<file path="config.mk">
export PLATFORM = sky130hd
export DESIGN_NAME = sprite_draw_scheduler_flat
export DESIGN_NICKNAME = d
export VERILOG_FILES = /design/src/rtl/sprite_draw_scheduler_if.sv /design/src/rtl/sprite_draw_scheduler.sv /design/src/flat_wrapper.sv
export SDC_FILE = /design/constraint.sdc
export NUM_CORES = 1
export LEC_CHECK = 0
export ABC_CLOCK_PERIOD_IN_PS = 2150
export BUFFER_PORTS_ARGS = -buffer_cell sky130_fd_sc_hd__buf_2
export CORE_MARGIN = 3
export CORE_UTILIZATION = 45
export CTS_BUF_LIST = sky130_fd_sc_hd__clkbuf_8
export CTS_CLUSTER_SIZE = 10
export DETAILED_ROUTE_END_ITERATION = 6
export PLACE_DENSITY = 0.7
export SLEW_MARGIN = 0
export SYNTH_ARGS = -nofsm -noshare
export SYNTH_HDL_FRONTEND = slang
export SYNTH_SLANG_ARGS = --single-unit
</file>
<file path="constraint.sdc">
create_clock -name sys_clk -period 2.15 [get_ports sys_clk]
set_input_delay 0.43 -clock sys_clk [delete_from_list [all_inputs] [get_ports sys_clk]]
set_output_delay 0.43 -clock sys_clk [all_outputs]
set_load 0.02 [all_outputs]
</file>
<file path="src/rtl/sprite_draw_scheduler_if.sv">
// Draw-request bus between the sprite draw scheduler and the sprite blitter.
// The master presents one request at a time over a valid/ready handshake.
interface sprite_draw_scheduler_if #(
  parameter int unsigned ADDR_DEPTH     = 8,
  parameter int unsigned POSITION_DEPTH = 10
);
  logic                      draw_valid;
  logic                      draw_ready;
  logic                      draw_player;
  logic [ADDR_DEPTH-1:0]     draw_base;
  logic [POSITION_DEPTH-1:0] draw_x;
  logic                      draw_mirror;

  modport master (
    output draw_valid,
    output draw_player,
    output draw_base,
    output draw_x,
    output draw_mirror,
    input  draw_ready
  );

  modport slave (
    input  draw_valid,
    input  draw_player,
    input  draw_base,
    input  draw_x,
    input  draw_mirror,
    output draw_ready
  );
endinterface

</file>
<file path="src/rtl/sprite_draw_scheduler.sv">
// Per-frame scheduler: on each frame tick, snapshots settled game-logic state and issues
// P1 then P2 sprite draw requests to the blitter; ticks arriving while busy are counted.
module sprite_draw_scheduler #(
  parameter int unsigned STATE_DEPTH        = 4,
  parameter int unsigned POSITION_DEPTH     = 10,
  parameter int unsigned SPRITE_INDEX_DEPTH = 4,
  parameter int unsigned FRAMES_PER_STATE   = 8,
  parameter int unsigned SPRITE_W           = 64,
  parameter int unsigned ADDR_DEPTH         = 8,
  parameter int unsigned DROP_DEPTH         = 8
) (
  input  logic                          sys_clk,
  input  logic                          rst,
  input  logic                          frame_clk,
  input  logic                          done_gen,
  input  logic [STATE_DEPTH-1:0]        p1_state,
  input  logic [STATE_DEPTH-1:0]        p2_state,
  input  logic [POSITION_DEPTH-1:0]     p1_position,
  input  logic [POSITION_DEPTH-1:0]     p2_position,
  input  logic [SPRITE_INDEX_DEPTH-1:0] p1_sprite,
  input  logic [SPRITE_INDEX_DEPTH-1:0] p2_sprite,
  sprite_draw_scheduler_if.master       draw,
  output logic                          frame_done,
  output logic                          overrun,
  output logic [DROP_DEPTH-1:0]         drop_count
);

  localparam logic [POSITION_DEPTH-1:0]     HalfW  = POSITION_DEPTH'(SPRITE_W / 2);
  localparam logic [SPRITE_INDEX_DEPTH-1:0] MaxIdx = SPRITE_INDEX_DEPTH'(FRAMES_PER_STATE - 1);

  typedef enum logic [2:0] {
    StIdle,
    StWaitGen,
    StSendP1,
    StSendP2,
    StDone
  } state_e;

  state_e state_q, state_d;

  logic sync1_q, sync2_q, sync3_q, tick_q;
  logic capture;
  logic drop;
  logic overrun_q;
  logic [DROP_DEPTH-1:0] drop_count_q;

  logic [STATE_DEPTH-1:0]        p1_state_q, p2_state_q;
  logic [POSITION_DEPTH-1:0]     p1_pos_q, p2_pos_q;
  logic [SPRITE_INDEX_DEPTH-1:0] p1_sprite_q, p2_sprite_q;

  logic                          sending, send_p2;
  logic [STATE_DEPTH-1:0]        sel_state;
  logic [POSITION_DEPTH-1:0]     sel_pos;
  logic [SPRITE_INDEX_DEPTH-1:0] sel_sprite, idx;

  // Two-flop synchroniser, then a registered rising-edge detect.
  always_ff @(posedge sys_clk or negedge rst) begin
    if (!rst) begin
      sync1_q <= 1'b0;
      sync2_q <= 1'b0;
      sync3_q <= 1'b0;
      tick_q  <= 1'b0;
    end else begin
      sync1_q <= frame_clk;
      sync2_q <= sync1_q;
      sync3_q <= sync2_q;
      tick_q  <= sync2_q & ~sync3_q;
    end
  end

  always_ff @(posedge sys_clk or negedge rst) begin
    if (!rst) begin
      state_q <= StIdle;
    end else begin
      state_q <= state_d;
    end
  end

  always_comb begin
    state_d    = state_q;
    capture    = 1'b0;
    frame_done = 1'b0;
    unique case (state_q)
      StIdle:    if (tick_q) state_d = StWaitGen;
      StWaitGen: begin
        if (done_gen) begin
          capture = 1'b1;
          state_d = StSendP1;
        end
      end
      StSendP1:  if (draw.draw_ready) state_d = StSendP2;
      StSendP2:  if (draw.draw_ready) state_d = StDone;
      StDone: begin
        frame_done = 1'b1;
        state_d    = StIdle;
      end
      default:   state_d = StIdle;
    endcase
  end

  always_ff @(posedge sys_clk or negedge rst) begin
    if (!rst) begin
      p1_state_q  <= '0;
      p2_state_q  <= '0;
      p1_pos_q    <= '0;
      p2_pos_q    <= '0;
      p1_sprite_q <= '0;
      p2_sprite_q <= '0;
    end else if (capture) begin
      p1_state_q  <= p1_state;
      p2_state_q  <= p2_state;
      p1_pos_q    <= p1_position;
      p2_pos_q    <= p2_position;
      p1_sprite_q <= p1_sprite;
      p2_sprite_q <= p2_sprite;
    end
  end

  assign drop = tick_q && (state_q != StIdle);

  always_ff @(posedge sys_clk or negedge rst) begin
    if (!rst) begin
      overrun_q    <= 1'b0;
      drop_count_q <= '0;
    end else if (drop) begin
      overrun_q <= 1'b1;
      if (drop_count_q != '1) drop_count_q <= drop_count_q + 1'b1;
    end
  end

  assign overrun    = overrun_q;
  assign drop_count = drop_count_q;

  assign sending    = (state_q == StSendP1) || (state_q == StSendP2);
  assign send_p2    = (state_q == StSendP2);
  assign sel_state  = send_p2 ? p2_state_q  : p1_state_q;
  assign sel_pos    = send_p2 ? p2_pos_q    : p1_pos_q;
  assign sel_sprite = send_p2 ? p2_sprite_q : p1_sprite_q;

  // Fields are driven only while a request is live so idle outputs read as zero.
  always_comb begin
    idx              = sel_sprite;
    draw.draw_valid  = sending;
    draw.draw_player = send_p2;
    draw.draw_base   = '0;
    draw.draw_x      = '0;
    draw.draw_mirror = 1'b0;
    if (32'(sel_sprite) > FRAMES_PER_STATE - 1) idx = MaxIdx;
    if (sending) begin
      // Modular arithmetic at ADDR_DEPTH equals truncating the full-width sum.
      draw.draw_base = ADDR_DEPTH'(sel_state) * ADDR_DEPTH'(FRAMES_PER_STATE) + ADDR_DEPTH'(idx);
      draw.draw_x    = (sel_pos >= HalfW) ? (sel_pos - HalfW) : '0;
      // Equal positions: P1 faces right, P2 faces left.
      draw.draw_mirror = send_p2 ? (p2_pos_q >= p1_pos_q) : (p1_pos_q > p2_pos_q);
    end
  end

endmodule

</file>
<file path="src/flat_wrapper.sv">
// flat-port wrapper written by rule: the top's interface ports become plain ports
module sprite_draw_scheduler_flat 
#(
  parameter int unsigned STATE_DEPTH        = 4,
  parameter int unsigned POSITION_DEPTH     = 10,
  parameter int unsigned SPRITE_INDEX_DEPTH = 4,
  parameter int unsigned FRAMES_PER_STATE   = 8,
  parameter int unsigned SPRITE_W           = 64,
  parameter int unsigned ADDR_DEPTH         = 8,
  parameter int unsigned DROP_DEPTH         = 8
)
  (sys_clk, rst, frame_clk, done_gen, p1_state, p2_state, p1_position, p2_position, p1_sprite, p2_sprite, frame_done, overrun, drop_count, draw_draw_valid, draw_draw_player, draw_draw_base, draw_draw_x, draw_draw_mirror, draw_draw_ready);
  sprite_draw_scheduler_if #(.ADDR_DEPTH(ADDR_DEPTH), .POSITION_DEPTH(POSITION_DEPTH)) draw_i ();
  input  logic sys_clk;
  input  logic rst;
  input  logic frame_clk;
  input  logic done_gen;
  input  logic [STATE_DEPTH-1:0] p1_state;
  input  logic [STATE_DEPTH-1:0] p2_state;
  input  logic [POSITION_DEPTH-1:0] p1_position;
  input  logic [POSITION_DEPTH-1:0] p2_position;
  input  logic [SPRITE_INDEX_DEPTH-1:0] p1_sprite;
  input  logic [SPRITE_INDEX_DEPTH-1:0] p2_sprite;
  output logic frame_done;
  output logic overrun;
  output logic [DROP_DEPTH-1:0] drop_count;
  output wire logic [$bits(draw_i.draw_valid)-1:0] draw_draw_valid;
  output wire logic [$bits(draw_i.draw_player)-1:0] draw_draw_player;
  output wire logic [$bits(draw_i.draw_base)-1:0] draw_draw_base;
  output wire logic [$bits(draw_i.draw_x)-1:0] draw_draw_x;
  output wire logic [$bits(draw_i.draw_mirror)-1:0] draw_draw_mirror;
  input wire logic [$bits(draw_i.draw_ready)-1:0] draw_draw_ready;
  assign draw_draw_valid = draw_i.draw_valid;
  assign draw_draw_player = draw_i.draw_player;
  assign draw_draw_base = draw_i.draw_base;
  assign draw_draw_x = draw_i.draw_x;
  assign draw_draw_mirror = draw_i.draw_mirror;
  assign draw_i.draw_ready = draw_draw_ready;
  sprite_draw_scheduler #(.STATE_DEPTH(STATE_DEPTH), .POSITION_DEPTH(POSITION_DEPTH), .SPRITE_INDEX_DEPTH(SPRITE_INDEX_DEPTH), .FRAMES_PER_STATE(FRAMES_PER_STATE), .SPRITE_W(SPRITE_W), .ADDR_DEPTH(ADDR_DEPTH), .DROP_DEPTH(DROP_DEPTH)) u_core (.sys_clk(sys_clk), .rst(rst), .frame_clk(frame_clk), .done_gen(done_gen), .p1_state(p1_state), .p2_state(p2_state), .p1_position(p1_position), .p2_position(p2_position), .p1_sprite(p1_sprite), .p2_sprite(p2_sprite), .draw(draw_i), .frame_done(frame_done), .overrun(overrun), .drop_count(drop_count));
endmodule
</file>
### Yosys cells after proc, flatten, opt, wreduce, memory -nomap -nowiden

Cells that the tools add are included.

| word-level totals | value |
|---|---|
| memories | 0 |
| bits in read-only memories | 0 |
| memory bits (writable) | 0 |
| flip-flop bits (word level) | 52 |
| bits in latches | 0 |

| operators by class | value |
|---|---|
| shifts and indexed selects | 0 |
| eq/ne operators | 9 |
| divide/modulo/power cells | 0 |
| $lt $le $gt $ge | 4 |
| add/sub/neg operators | 3 |
| multiplexer cells | 17 |
| reductions and logical operators | 6 |
| bitwise gates (word level) | 2 |
| multiply operators | 0 |

Operators with widths:

| operator | count |
|---|---|
| $mux 10 | 3 |
| $mux 3 | 4 |
| $mux 4 | 3 |
| $pmux 3 s4 | 1 |
| $ge 10x10->1 | 1 |
| $ge 10x6->1 const B | 1 |
| $gt 10x10->1 | 1 |
| $sub 10x6->10 const B | 1 |
| $add 7x4->8 | 1 |
| $add 8x1->8 const B | 1 |
| $mux 8 | 1 |
| $ne 8x8->1 const B | 1 |
| $eq 3x2->1 const B | 2 |
| $ne 2x2->1 const B | 3 |
| $mux 1 | 5 |
| $gt 4x3->1 const B | 1 |
| $reduce_and 4->1 | 1 |
| $eq 3x1->1 const B | 1 |
| $eq 3x3->1 const B | 1 |
| $logic_not 3->1 | 1 |
| $reduce_bool 3->1 | 1 |
| $ne 2x1->1 const B | 1 |
| $reduce_and 2->1 | 1 |
| $and 1x1->1 | 1 |
| 3 further kinds | 3 |

### Logic depth before layout (Yosys ltp)

| depth | value |
|---|---|
| depth after elaboration | 6 |
| depth in mapped cells | 9 |
| mapped depth without buffers | 7 |

### Worst setup path after synthesis

Ideal clock, no wire load.

| timing | value |
|---|---|
| kind | register -> output |
| from | reg u_core.p2_pos_q[5] |
| to | out draw_draw_mirror |
| cell stages (with the launch flop) | 6 |
| arrival | 1.876 ns |
| path slack | -0.156 ns |
| cells stage by stage | dfrtp_1 > ha_1 > a21oi_1 > o21ai_0 > a2111oi_0 > mux2i_1 |

| between the ends | value |
|---|---|
| word-level cells in the longest chain between the ends | 3 |
| elaborated cells on any way between the ends | 4 |
| classes of those cells | order compare (2); mux (2) |

Ends and longest elaborated chain:

| what | line | RTL |
|---|---|---|
| from (decl) | sprite_draw_scheduler.sv:48 | `logic [POSITION_DEPTH-1:0] p1_pos_q, p2_pos_q;` |
| from (signal assigned) | sprite_draw_scheduler.sv:113 | `p2_pos_q <= p2_position;` |
| $gt 10x10->1 or $ge 10x10->1 (tied branches) | sprite_draw_scheduler.sv:154 | `draw.draw_mirror = send_p2 ? (p2_pos_q >= p1_pos_q) : (p1_pos_q > p2_pos_q);` |
| $mux 1 * | sprite_draw_scheduler.sv:154 |  |
| $mux 1 * | sprite_draw_scheduler.sv:149 | `if (sending) begin` |
| to (decl) | flat_wrapper.sv:31 | `output wire logic [$bits(draw_i.draw_mirror)-1:0] draw_draw_mirror;` |

Every way passes the cells marked *; elsewhere a longest branch is shown, timed or not.

### Worst setup path in the final report

| timing | value |
|---|---|
| from | reg u_core.p2_pos_q[8] |
| to | out draw_draw_mirror |

The elaborated chain is that of the path after synthesis.

==> flow_summary.ini <==
[status]
outcome = finished, violations left
violations = setup timing

[sta]
rsz0062_at_grt = yes
finalHoldViolCount = 0
period_share = 1.154
maxSlewViolCount = 0
fmax_ghz = 0.4029
period_needed_ns = 2.482
setup_ws_ns = -0.3321
clock_skew_ns = 0.002396
setup_viol = 13

[synthesis]
synth_top_area_cell = dfrtp_1
yosysWarnings = 0
synth_area_leaders = dfrtp_1, mux2_2, ha_1, mux2i_1, nor2_1
synth.net_count = 298
synth_seq_area_share = 0.4799
synth-seq-cells = 52
yosys.area.top_type_share = 0.4799
synthCells = 243
avgSynthCellArea_um2 = 11.16
syn_area_um2 = 2711
synthDistinctLibCells = 38

[layout]
area_growth_pct = 34.79
postLayoutCellArea_um2 = 3655
diodes = 0
finalNetCount = 401
drive_above_1_share = 0.4899
seqCellArea_um2 = 1301
multi_input_area_um2 = 1455
fillers = 481

[detailed_routing]
drt-total-wl_mm = 6.396
wire_per_inst_um = 15.26
ant_nets = 0
vias_per_cell = 5.203
first_pass_iters = 4
drc = 0
via_count = 2180
drtIter0Drc = 93

[worst_hold_path]
hold_path_class = primary input to asynchronous set/reset pin

[critical_path]
rrSetupSlack_ns = 0.47
worstPathArrival_ns = 2.05
setup.worst_path.start = u_core.p2_pos_q[8]
cp_max_fo = 2
criticalPathCategory = flip-flop to output port
reg2reg_to = u_core.p2_pos_q[8]
worstReg2RegStart = u_core.state_q[0]
worstRegToRegCells = 5
crit_end = draw_draw_mirror
crit_path_start_kind = flip-flop
crit_path_end_kind = output port
cp.required_ns = 1.72

[global_routing]
grt_use_total = 0.1850
grt_pass1_wl_mm = 10.55
antenna_found_initial = 0
grt_pass1_vias = 2241
overflow = 0
grt_max_degree = 24

[floorplanning]
dieArea_um2 = 6992
die_y_um = 83.62
die-width_um = 83.62
rows = 27
ioPinCount = 72
initial_utilization = 0.4777
coreArea_um2 = 5675

[placed_design]
io_buffers = 70
dpl_cell_area_um2 = 3316
place_ws_ns = -0.04760
gp_congestion = 0.8478
place_hpwl_mm = 4.684

[clocking]
cts_root_buf = clkbuf_8
cts_buffers = 5
clock_tree.buffer_depth = 2
worstSkewPairLatency_ns = 0.30
clk_pin_slew_ns = 0.09
cts_tree = yes
cts_num_sinks = 52
htree_levels = 2

[power]
leakage_uw = 0.001745
ir_drop_uv = 987.3
cellPowerDensity_nw_per_um2 = 1681

[job]
max-cap-violations = 0
==> worst max-delay path, stage by stage (launching register included) <==
cell and delay, ns:
dfrtp_1 0.40, ha_1 0.33, o21ai_1 0.15, nor2_1 0.08
a2111oi_2 0.37, mux2i_1 0.25, buf_4 0.17
==> worst min path at each step <==
stage / to / cells after the start
CTS: u_core.p1_state_q[2] / 1
floorplan: u_core.drop_count[0] / 0
detailed placement: u_core.sync2_q / 0
finish: u_core.p1_state_q[3] / 1
global placement: u_core.sync2_q / 0
global route: u_core.p1_state_q[2] / 1
==> area by class of cell <==
| type | instances | share of cell area |
|---|---|---|
| flip-flops and latches | 52 | 0.3560 |
| well taps | 72 | 0.02465 |
| repair buffers | 104 | 0.1801 |
| inverters | 14 | 0.01541 |
| clock buffers | 6 | 0.02259 |
| multi-input cells | 169 | 0.3982 |
| clock inverters | 2 | 0.003081 |
==> registers in the layout, summed over array words and instances (netlist names) <==
name / cells
u_core.state_q: 3
u_core.p1_sprite_q: 4
u_core.overrun: 1
u_core.sync1_q: 1
u_core.p2_sprite_q: 4
u_core.p1_state_q: 4
u_core.sync3_q: 1
u_core.p2_state_q: 4
u_core.p1_pos_q: 10
u_core.p2_pos_q: 10
u_core.sync2_q: 1
u_core.tick_q: 1
u_core.drop_count: 8
==> cells by family (layout without fill, tap and decap cells) <==
group           Yosys count  in the layout  share of synthesized area
simple gates             64             64                     0.1181
flops                    52             52                     0.4799
mux                      43             43                     0.1767
compound gates           34             34                    0.08122
buf+inv                  22            126                    0.03599
fa+ha+maj                14             14                    0.06461
xor+xnor                 13             13                    0.04199
other cells               1              1                   0.001383
==> per-layer routing <==
layer	share of wire	GRT usage
met1	0.42	0.2419
met2	0.53	0.3124
met3	0.042	0.03850
met4	0.012	0.04825
met5	0	0
==> synthesized netlist by cell type (all sizes together) <==
library cell and n:
a21oi 6, nor2 19, and2 2, mux2 33, and3 4, a41oi 1
nand2b 4, nor3b 1, and4 1, nand4 4, a2111oi 1, nor3 4
mux2i 10, nor2b 1, o22ai 3, o31ai 3, nand3 5, clkbuf 3
o21ai 14, a311oi 2, nand3b 1, conb 1, buf 5, inv 14
a211oi 4, or2 1, xor2 6, nand2 17, ha 14, xnor2 7
dfrtp 52
==> layout by cell type, fill, tap and decap left out, drive strengths merged <==
master / netlist / layout
and4: 1 / 1
xor2: 6 / 6
xnor2: 7 / 7
nor2b: 1 / 1
a311oi: 2 / 2
a21oi: 6 / 6
a211oi: 4 / 4
inv: 14 / 14
buf: 5 / 104
o22ai: 3 / 3
or2: 1 / 1
ha: 14 / 14
nor3b: 1 / 1
o31ai: 3 / 3
nor3: 4 / 4
and2: 2 / 2
dfrtp: 52 / 52
nand4: 4 / 4
nand3: 5 / 5
clkbuf: 3 / 6
o21ai: 14 / 14
mux2: 33 / 33
and3: 4 / 4
nand3b: 1 / 1
nor2: 19 / 19
nand2b: 4 / 4
mux2i: 10 / 10
nand2: 17 / 17
conb: 1 / 1
clkinvlp: 0 / 2
a41oi: 1 / 1
a2111oi: 1 / 1
==> power breakdown <==
part	switching, µW	leakage [µW]	total [µW]	internal (µW)
Combinational	1950	0.00107	3850	1900
Sequential	326	0.000629	1720	1400
Clock	310	0.0000486	568	257
Total	2590	0.00174	6140	3550
==> metrics by stage <==
| stage | power, µW | utilization | TNS, ns | hold WS (ns) | cells |
|---|---|---|---|---|---|
| after floorplan | 3858 | - | -0.003771 | 0.1344 | 243 |
| after global placement | 4850 | 0.5842 | 0 | 0.3371 | 399 |
| after detailed placement | 4950 | 0.5842 | -0.04760 | 0.3389 | 399 |
| after CTS | 5714 | 0.6133 | -3.953 | 0.03886 | 410 |
| after global routing | 6600 | 0.6440 | -4.763 | 0.06206 | 419 |
| final | 6144 | 0.6440 | -3.698 | 0.03214 | 419 |
==> what timing repair did <==
item	4_1_cts	5_1_grt
pin swaps	2	6
setup endpoints to repair	13	14
resized for setup	12	21
buffers inserted	3	9
hold buffers	0	0
Note: power is estimated with default switching activity, not from simulation.
